==> src/rtl/node_gate_ctrl.sv <==
// -----------------------------------------------------------------------------
// node_gate_ctrl
//   Sequencer for CHANNELS gated core domains. Each channel walks
//   OFF -> HOLD -> RUN -> DRAIN -> OFF: the gated clock is enabled first, the
//   domain reset is held low for RES_HOLD cycles, the core then owns its AXI
//   bridge until it finishes (fin) or is released (activate low), and the
//   channel is only switched off once its outstanding bus traffic has drained.
//   At most MAX_ACTIVE channels are out of OFF at once; new requesters are
//   admitted one per cycle in round-robin order.
//
// Parameters
//   CHANNELS    number of gated domains (1..16)
//   MAX_ACTIVE  cap on channels not in OFF (1..CHANNELS)
//   RES_HOLD    cycles of HOLD (gated reset low, clock running) (1..255)
//
// Ports
//   clk          single clock for every flop in the block
//   res_n        asynchronous active-low reset
//   activate     per-channel run request (level)
//   fin          per-channel completion pulse, honoured only in RUN
//   bus_busy     per-channel core-side AXI transaction outstanding
//   clk_en       enable to the external glitch-free clock-gating cell
//   res_n_gated  active-low reset into the gated domain
//   sel          AXI mux select, 1 = core owns the bridge
//   done         one-cycle pulse when a fin-terminated run reaches OFF
//   active_cnt   number of channels not in OFF
//   run_cycles   (only with NODE_GATE_RUN_CYCLES_EN) 32-bit RUN+DRAIN cycle
//                counter per channel, saturating, cleared on each grant
//
// Optional feature macro: NODE_GATE_RUN_CYCLES_EN
// -----------------------------------------------------------------------------
module node_gate_ctrl #(
   parameter int CHANNELS   = 4,
   parameter int MAX_ACTIVE = 2,
   parameter int RES_HOLD   = 4
) (
   input  logic                            clk,
   input  logic                            res_n,
   input  logic [CHANNELS-1:0]             activate,
   input  logic [CHANNELS-1:0]             fin,
   input  logic [CHANNELS-1:0]             bus_busy,
   output logic [CHANNELS-1:0]             clk_en,
   output logic [CHANNELS-1:0]             res_n_gated,
   output logic [CHANNELS-1:0]             sel,
   output logic [CHANNELS-1:0]             done,
   output logic [$clog2(CHANNELS+1)-1:0]   active_cnt
`ifdef NODE_GATE_RUN_CYCLES_EN
   ,
   output logic [CHANNELS*32-1:0]          run_cycles
`endif
);

   localparam int               CNT_W     = $clog2(CHANNELS + 1);
   localparam int               PTR_W     = (CHANNELS > 1) ? $clog2(CHANNELS) : 1;
   localparam logic [7:0]       HOLD_LAST = 8'(RES_HOLD - 1);
   localparam logic [CNT_W-1:0] MAX_CNT   = CNT_W'(MAX_ACTIVE);

   typedef enum logic [1:0] {
      ST_OFF   = 2'd0,
      ST_HOLD  = 2'd1,
      ST_RUN   = 2'd2,
      ST_DRAIN = 2'd3
   } state_t;

   state_t              state_q [CHANNELS];
   state_t              state_d [CHANNELS];
   logic [7:0]          hold_q  [CHANNELS];
   logic [7:0]          hold_d  [CHANNELS];
   logic [CHANNELS-1:0] fin_q, fin_d;
   logic [CHANNELS-1:0] done_d;
   logic [PTR_W-1:0]    rr_ptr_q, rr_ptr_d;
   logic                grant_vld;
   logic [PTR_W-1:0]    grant_idx;
   logic [CHANNELS-1:0] clk_en_d, res_n_gated_d, sel_d;
   logic [CNT_W-1:0]    active_d;

   // ---------------------------------------------------------------------------
   // Next-state logic: round-robin admission plus the per-channel FSMs.
   // ---------------------------------------------------------------------------
   always_comb begin
      int idx;
      // NOTE: every combinational output gets a default before any branch so
      // no path leaves it unassigned, which would otherwise infer a latch.
      grant_vld = 1'b0;
      grant_idx = '0;
      rr_ptr_d  = rr_ptr_q;
      fin_d     = fin_q;
      done_d    = '0;
      idx       = 0;

      // active_cnt is the registered count of the current states, so a slot
      // freed by a channel reaching OFF becomes grantable in that OFF cycle.
      if (active_cnt < MAX_CNT) begin
         for (int k = 0; k < CHANNELS; k++) begin
            idx = (int'(rr_ptr_q) + k) % CHANNELS;
            if (!grant_vld && state_q[idx] == ST_OFF && activate[idx]) begin
               grant_vld = 1'b1;
               grant_idx = PTR_W'(idx);
            end
         end
      end

      if (grant_vld) begin
         rr_ptr_d = (int'(grant_idx) == CHANNELS - 1) ? '0 : grant_idx + PTR_W'(1);
      end

      for (int i = 0; i < CHANNELS; i++) begin
         state_d[i] = state_q[i];
         hold_d[i]  = hold_q[i];
         unique case (state_q[i])
            ST_OFF: begin
               if (grant_vld && int'(grant_idx) == i) begin
                  state_d[i] = ST_HOLD;
                  hold_d[i]  = '0;
               end
            end
            ST_HOLD: begin
               // Dropping the request aborts the power-up before RUN.
               if (!activate[i]) begin
                  state_d[i] = ST_OFF;
               end else if (hold_q[i] == HOLD_LAST) begin
                  state_d[i] = ST_RUN;
               end else begin
                  hold_d[i] = hold_q[i] + 8'd1;
               end
            end
            ST_RUN: begin
               if (fin[i]) begin
                  fin_d[i] = 1'b1;
               end
               if (fin[i] || !activate[i]) begin
                  state_d[i] = ST_DRAIN;
               end
            end
            ST_DRAIN: begin
               if (!bus_busy[i]) begin
                  state_d[i] = ST_OFF;
                  done_d[i]  = fin_q[i];
                  fin_d[i]   = 1'b0;
               end
            end
         endcase
      end
   end

   // ---------------------------------------------------------------------------
   // Output decode of the next state; registered below so every output pin
   // comes straight from a flop.
   // ---------------------------------------------------------------------------
   always_comb begin
      clk_en_d      = '0;
      res_n_gated_d = '0;
      sel_d         = '0;
      active_d      = '0;
      for (int i = 0; i < CHANNELS; i++) begin
         unique case (state_d[i])
            ST_OFF:  ;
            ST_HOLD: clk_en_d[i] = 1'b1;
            ST_RUN, ST_DRAIN: begin
               clk_en_d[i]      = 1'b1;
               res_n_gated_d[i] = 1'b1;
               sel_d[i]         = 1'b1;
            end
         endcase
         if (state_d[i] != ST_OFF) begin
            active_d = active_d + CNT_W'(1);
         end
      end
   end

   // ---------------------------------------------------------------------------
   // State and output registers.
   // ---------------------------------------------------------------------------
   always_ff @(posedge clk or negedge res_n) begin
      if (!res_n) begin
         // NOTE: these per-channel arrays are control state, not storage, so
         // they are reset along with everything else.
         for (int i = 0; i < CHANNELS; i++) begin
            state_q[i] <= ST_OFF;
            hold_q[i]  <= '0;
         end
         fin_q       <= '0;
         rr_ptr_q    <= '0;
         clk_en      <= '0;
         res_n_gated <= '0;
         sel         <= '0;
         done        <= '0;
         active_cnt  <= '0;
      end else begin
         // NOTE: non-blocking assignments so every flop samples the values
         // from before this edge, independent of statement order.
         for (int i = 0; i < CHANNELS; i++) begin
            state_q[i] <= state_d[i];
            hold_q[i]  <= hold_d[i];
         end
         fin_q       <= fin_d;
         rr_ptr_q    <= rr_ptr_d;
         clk_en      <= clk_en_d;
         res_n_gated <= res_n_gated_d;
         sel         <= sel_d;
         done        <= done_d;
         active_cnt  <= active_d;
      end
   end

`ifdef NODE_GATE_RUN_CYCLES_EN
   // Per-channel occupancy counters: count RUN and DRAIN cycles, restart on
   // each grant, keep the last run's value while the channel sits in OFF.
   logic [31:0] run_q [CHANNELS];

   always_ff @(posedge clk or negedge res_n) begin
      if (!res_n) begin
         for (int i = 0; i < CHANNELS; i++) begin
            run_q[i] <= '0;
         end
      end else begin
         for (int i = 0; i < CHANNELS; i++) begin
            if (state_q[i] == ST_OFF && state_d[i] == ST_HOLD) begin
               run_q[i] <= '0;
            end else if ((state_q[i] == ST_RUN || state_q[i] == ST_DRAIN) &&
                         run_q[i] != 32'hFFFF_FFFF) begin
               run_q[i] <= run_q[i] + 32'd1;
            end
         end
      end
   end

   always_comb begin
      run_cycles = '0;
      for (int i = 0; i < CHANNELS; i++) begin
         run_cycles[i*32 +: 32] = run_q[i];
      end
   end
`endif

endmodule

==> config.mk <==
export PLATFORM = sky130hd
export DESIGN_NAME = node_gate_ctrl
export DESIGN_NICKNAME = d
export VERILOG_FILES = /design/src/rtl/node_gate_ctrl.sv
export SDC_FILE = /design/constraint.sdc
export NUM_CORES = 1
export LEC_CHECK = 0
export CAP_MARGIN = 10
export CORE_UTILIZATION = 45
export CTS_BUF_LIST = sky130_fd_sc_hd__clkbuf_4
export DETAILED_ROUTE_END_ITERATION = 10
export HOLD_SLACK_MARGIN = 0.06
export PLACE_DENSITY = 0.69
export SETUP_SLACK_MARGIN = 0.4
export SLEW_MARGIN = 10
export SYNTH_ARGS = -nofsm -noshare
export SYNTH_HDL_FRONTEND = slang
export SYNTH_SLANG_ARGS = --single-unit
export TNS_END_PERCENT = 10
==> constraint.sdc <==
create_clock -name clk -period 2.8 [get_ports clk]
set_input_delay 0.28 -clock clk [delete_from_list [all_inputs] [get_ports clk]]
set_output_delay 0.28 -clock clk [all_outputs]
set_load 0.01 [all_outputs]
[Word-level counts from Yosys, hierarchy flattened]
Index checks and enable logic that the tools add are counted.
W data, S select, Z words.
Operators by class
  $add $sub $neg: 11
  multipliers: 0
  divide/modulo/power cells: 0
  magnitude comparators: 9
  equality and inequality tests: 51
  shift-type cells: 0
  mux-type cells: 109
  bitwise logic cells: 7
  reduce and logical (&&, ||, !) cells: 62
Operators with widths (count)
  $ge A32 B3 Y1 const B: 4
  $mux W8: 12
  $not A32 Y32: 3
  $mux W2: 34
  $pmux W8 S2: 4
  $mux W1: 40
  $ne A2 B2 Y1 const B: 20
  $eq A2 B2 Y1 const B: 18
  $add A8 B1 Y8 const B: 4
  $eq A8 B2 Y1 const B: 4
  $not A2 Y32: 1
  $pmux W2 S4: 4
  $reduce_bool A2 Y1: 12
  $eq A2 B1 Y1 const B: 9
  $logic_not A2 Y1: 9
  $bmux W2 S2: 4
  $reduce_and A4 Y1: 4
  $reduce_or A2 Y1: 7
  $lt A3 B4 Y1 const B: 3
  $reduce_and A3 Y1: 4
  $reduce_or A3 Y1: 4
  $logic_and A1 B1 Y1: 11
  $add A3 B1 Y3 const B: 3
  $mux W3: 3
  9 further kinds: 28
Word-level totals
  register bits after elaboration: 61
  latch bits: 0
  RAM bits: 0
  bits in read-only memories: 0
  bits of input ports: 14
  output and inout bits: 19
  word-level logic and storage cells: 266
  memories: 0

[Longest topological paths before layout]
  depth in word-level cells: 35
  depth in mapped cells: 14
  gate-level depth less buffers: 13

[Worst setup path before layout]
OpenSTA, ideal clock, no wires.
  path type: reg2reg
  start: register state_q[0] (netlist name)
  end: register active_cnt[2]
  library setup time: 0.128 ns
  arrival time: 2.916 ns
  data required time: 2.672 ns
  slack: -0.243 ns
  cell stages (with the launch flop): 14
  path buffers: 1
  clock period less this slack: 3.043 ns
  cells stage by stage: dfrtp_1 -> buf_2 -> nor3b_2 -> o21ai_0 -> a221o_1 -> ha_1 -> a21o_1 -> o21a_1 -> ha_1 -> and3b_1 -> nor2_1 -> ha_1 -> o211a_1 -> xor2_1
Between the ends
  cells in the longest elaborated chain, start to end: 34
  elaborated cells between the ends (all ways): 74
  classes of those cells: add/sub: 3; eq/ne: 6; mux: 41; reduce/logical: 24
Ends and longest elaborated chain
  start, declared: RTL line 65  | state_t state_q [CHANNELS];
  start signal, assigned by index: RTL line 193  | state_q[i] <= state_d[i];
  $bmux W2 S2: RTL line 96  | if (!grant_vld && state_q[idx] == ST_OFF && activate[idx]) begin
  $mux W2 (implied by the code) (2 in a row): RTL line 96
  $logic_not A2 Y1: RTL line 96
  $logic_and A1 B1 Y1: RTL line 96
  $mux W1: RTL line 96
  $mux W1: RTL line 93  | if (active_cnt < MAX_CNT) begin
  $logic_not A1 Y1: RTL line 96
  $logic_and A1 B1 Y1 (2 in a row): RTL line 96
  (+17 left out)
  $mux W1: RTL line 165  | if (state_d[i] != ST_OFF) begin
  $add A3 B1 Y3: RTL line 166  | active_d = active_d + CNT_W'(1);
  $mux W3: RTL line 165
  $add A3 B1 Y3: RTL line 166
  $mux W3: RTL line 165
  $add A3 B1 Y3: RTL line 166
  $mux W3 (*): RTL line 165
  via active_d[2]: RTL line 75  | logic [CNT_W-1:0] active_d;
  end signal, assigned: RTL line 202  | active_cnt <= active_d;
  end, declared: RTL line 46  | output logic [$clog2(CHANNELS+1)-1:0] active_cnt
The timed path passes the listed nets; every way through them passes the cells marked *. The select of a mux whose other input is x is not followed.
A chain may end at the register's enable or synchronous reset.

==> flow_summary.json <==
{
  "die_y_um": 88.98,
  "drc": 0,
  "synth_edf_count": 0,
  "synth_fa_ha_area_frac": 0.04043,
  "ant_nets": 0,
  "worstReg2RegStart": "sel[3]",
  "crit_start": "sel[3]",
  "cts_tree": "done",
  "grt_pass1_wl_mm": 12.99,
  "placementRows": 31,
  "core_sq_um": 7292,
  "r2r_cells": 13,
  "drt_wl_total_mm": 7.906,
  "worstPathMaxFanout": 3,
  "nets": 464,
  "area_delta_synth_final_pct": 31.61,
  "grt_pass1_vias": 2773,
  "wl_per_cell_um": 14.56,
  "fin_util": 0.6144,
  "synth_area_sq_um": 3405,
  "finClkSkew_ps": 6.517,
  "critPathArrivalTime_ps": 3300,
  "layout.cells.non_filler": 543,
  "drv_slew": 0,
  "io_buffers": 32,
  "antenna_cells": 0,
  "endpoint": "active_cnt[2]",
  "timing.fmax_mhz": 332.1,
  "vias": 2960,
  "clkLatencyLatePin_ps": 400,
  "layout_setup_ws_ps": -211.3,
  "synth_compound_area_frac": 0.1757,
  "place_congestion": 0.8894,
  "via_per_inst": 5.451,
  "start_util": 0.4669,
  "seq_area_frac_synth": 0.4190,
  "worstMarginPinSlew_ps": 716.8,
  "p_leak_nw": 2.019,
  "synth_top_family_by_area": "simple AND/OR/NAND/NOR gates",
  "critical_path.most_common_cell": "ha_2",
  "cap_violations": 0,
  "critPathMaxStageDelay_ps": 430,
  "dp.cells": 518,
  "yosys.area_share.xor_xnor": 0.07130,
  "cp_cell_sequence": "or3b_4 > nor2_4 > a21oi_4 > a221o_1 > ha_2 > a21o_1 > o21a_1 > ha_2 > and3b_1 > nor2_1 > ha_2 > o211a_1 > xor2_1",
  "yosys_warnings": 0,
  "hold_viol": 0,
  "place_area_sq_um": 4130,
  "rrSetupSlack_ps": -210,
  "startpoint_type": "flip-flop",
  "drive_gt1_frac": 0.2635,
  "die_w_um": 88.98,
  "cts.path.max_buffers": 2,
  "fin_tns_setup_ps": -447.0,
  "maxSlewHeadroom": 0.5222,
  "grt_antenna_before_repair": 0,
  "gr-usage-all-layers": 0.2141,
  "dpl.hpwl_mm": 5.348,
  "crit_slowest_cell": "or3b_4",
  "die-area_sq_um": 7917,
  "async_flop_share": 1.000,
  "hold_class": "input port to flip-flop",
  "finalSetupViolCount": 3,
  "avgSynthCellArea_sq_um": 9.617,
  "rsz0062_at_grt": "true",
  "violations": "negative setup slack",
  "final.period_utilization": 1.075,
  "status": "finished with violations",
  "synthMuxAreaShare": 0.009188,
  "overflow": 0,
  "power.total_mw": 4.068,
  "postLayoutCellArea_sq_um": 4481,
  "synthCells": 354,
  "period_needed_ps": 3011,
  "worstPathRequired_ps": 3090,
  "initialDrtViolationCount": 107,
  "synth-simple-area-share": 0.2348,
  "cts-root-buf": "clkbuf_4",
  "syn-num-nets": 379,
  "grt_max_degree": 58,
  "clk_pin_slew_ps": 100,
  "ys.flop_type": "dfrtp_1",
  "clock_sinks": 57,
  "crit_type": "flip-flop to flip-flop",
  "synth_cell_type_count": 68,
  "cp-end-kind": "flip-flop",
  "cts_buffers": 9,
  "drt-pass1-iter-count": 4,
  "ys_seq_elements": 57,
  "p_per_area_nw_per_um2": 908.0,
  "regToRegEndpoint": "active_cnt[2]",
  "irDropWorstVdd_uv": 527.4,
  "htree_levels": 3,
  "ios": 33
}
cell usage in the layout, fill, tap and decap left out, types with 4 or more instances in the layout:
master / instances
nand3_1: 6
nor2_1: 37
o22ai_1: 7
inv_1: 14
ha_1: 7
and3_1: 8
nor3_1: 9
nand4_1: 12
nand3b_1: 5
nor2_2: 4
clkbuf_4: 9
nor4_1: 5
buf_4: 56
clkdlybuf4s50_1: 30
xor2_1: 17
o21ai_0: 17
dfrtp_1: 57
o211ai_1: 6
a21oi_1: 12
xnor2_1: 8
buf_6: 4
and3b_1: 5
nand2_1: 19
Yosys cell counts, drive strengths merged, types with 2 or more instances:
cell | count | area share
nand3b | 5 | 0.011
clkbuf | 4 | 0.0044
mux2i | 2 | 0.0059
nor3b | 6 | 0.021
a211oi | 2 | 0.0044
nand3 | 6 | 0.0088
or3b | 5 | 0.014
nand2 | 20 | 0.023
a21boi | 2 | 0.0055
or3 | 4 | 0.0073
a31o | 3 | 0.0077
nand2b | 3 | 0.0055
and3b | 5 | 0.013
nor4b | 2 | 0.0070
ha | 11 | 0.040
nor3 | 10 | 0.015
nor4 | 5 | 0.0092
nand4 | 12 | 0.022
dfrtp | 57 | 0.42
xor2 | 17 | 0.044
o41ai | 2 | 0.013
o211ai | 6 | 0.013
o21ai | 22 | 0.032
a31oi | 2 | 0.0037
o22ai | 8 | 0.015
and2 | 2 | 0.0037
o31ai | 2 | 0.0059
inv | 14 | 0.015
nor2 | 42 | 0.046
xnor2 | 8 | 0.021
and3 | 8 | 0.015
a22o | 3 | 0.0077
buf | 15 | 0.030
a22oi | 3 | 0.0066
a21oi | 15 | 0.022
how the worst min path moves through the flow:
stage                     start       endpoint  slack [ps]  depth (start not counted)
floorplan                 res_n  active_cnt[0]         -20                          0
global placement          res_n     hold_q[12]         470                          2
detailed placement        res_n     hold_q[12]         470                          2
CTS                 bus_busy[0]        done[0]         450                          2
global route        bus_busy[0]        done[0]         470                          2
finish              bus_busy[0]        done[0]         470                          2
stage by stage:
stage	worst slack, ps	hold slack [ps]
after floorplan	-145.1	-15.59
after global placement	-580.7	469.8
after detailed placement	-714.8	468.1
after CTS	-169.5	448.0
after global routing	-319.2	472.4
final	-211.3	474.8
state kept, by name, summed over array words and instances, names as in the netlist:
signal / flops
active_cnt: 3
hold_q: 32
fin_q: 4
sel: 1
state_q: 7
clk_en: 4
rr_ptr_q: 2
done: 4
power breakdown:
part / internal (mW) / switching (mW)
Combinational: 1.22 / 1.10
Sequential: 0.965 / 0.109
Clock: 0.353 / 0.324
Total: 2.54 / 1.53
cell type report:
type                       count  area, sq um
clock inverter                 7        85.08
multi-input combinational    264         1936
tap                           99        123.9
clock buffer                   9        67.56
inverter                      14        52.55
fill                         626         2811
sequential                    57         1426
timing repair buffer          93        789.5
kinds of logic (layout without fill, tap and decap cells):
| family | count (synthesis) | in the layout |
|---|---|---|
| AO/OA/AOI/OAI | 83 | 83 |
| AND/OR/NAND/NOR | 141 | 141 |
| flip-flops | 57 | 57 |
| multiplexers | 3 | 3 |
| XOR/XNOR | 26 | 26 |
| adder cells (fa/ha/maj) | 11 | 11 |
| buffers and inverters | 33 | 123 |
critical path, delay by kind of cell, from the launching register on:
family	cells	cell delay, ps
compound gates	5	940
fa+ha+maj	3	540
simple gates	4	870
flops	1	390
xor+xnor	1	160
routing by layer:
layer | track usage | routed length (um)
met1 | 0.2891 | 3710
met2 | 0.3371 | 3674
met3 | 0.04801 | 296
met4 | 0.08225 | 223
met5 | 0 | 0
repair_timing:
| item | CTS | global route |
|---|---|---|
| resized for setup | 18 | 15 |
| pin swaps | 20 | 13 |
| endpoints found under the setup margin | 22 | 27 |
| buffers inserted | 7 | 1 |
| hold buffers | 1 | 0 |
| hold endpoints to repair | 57 | 0 |
Power figures use the tool's default switching activity.
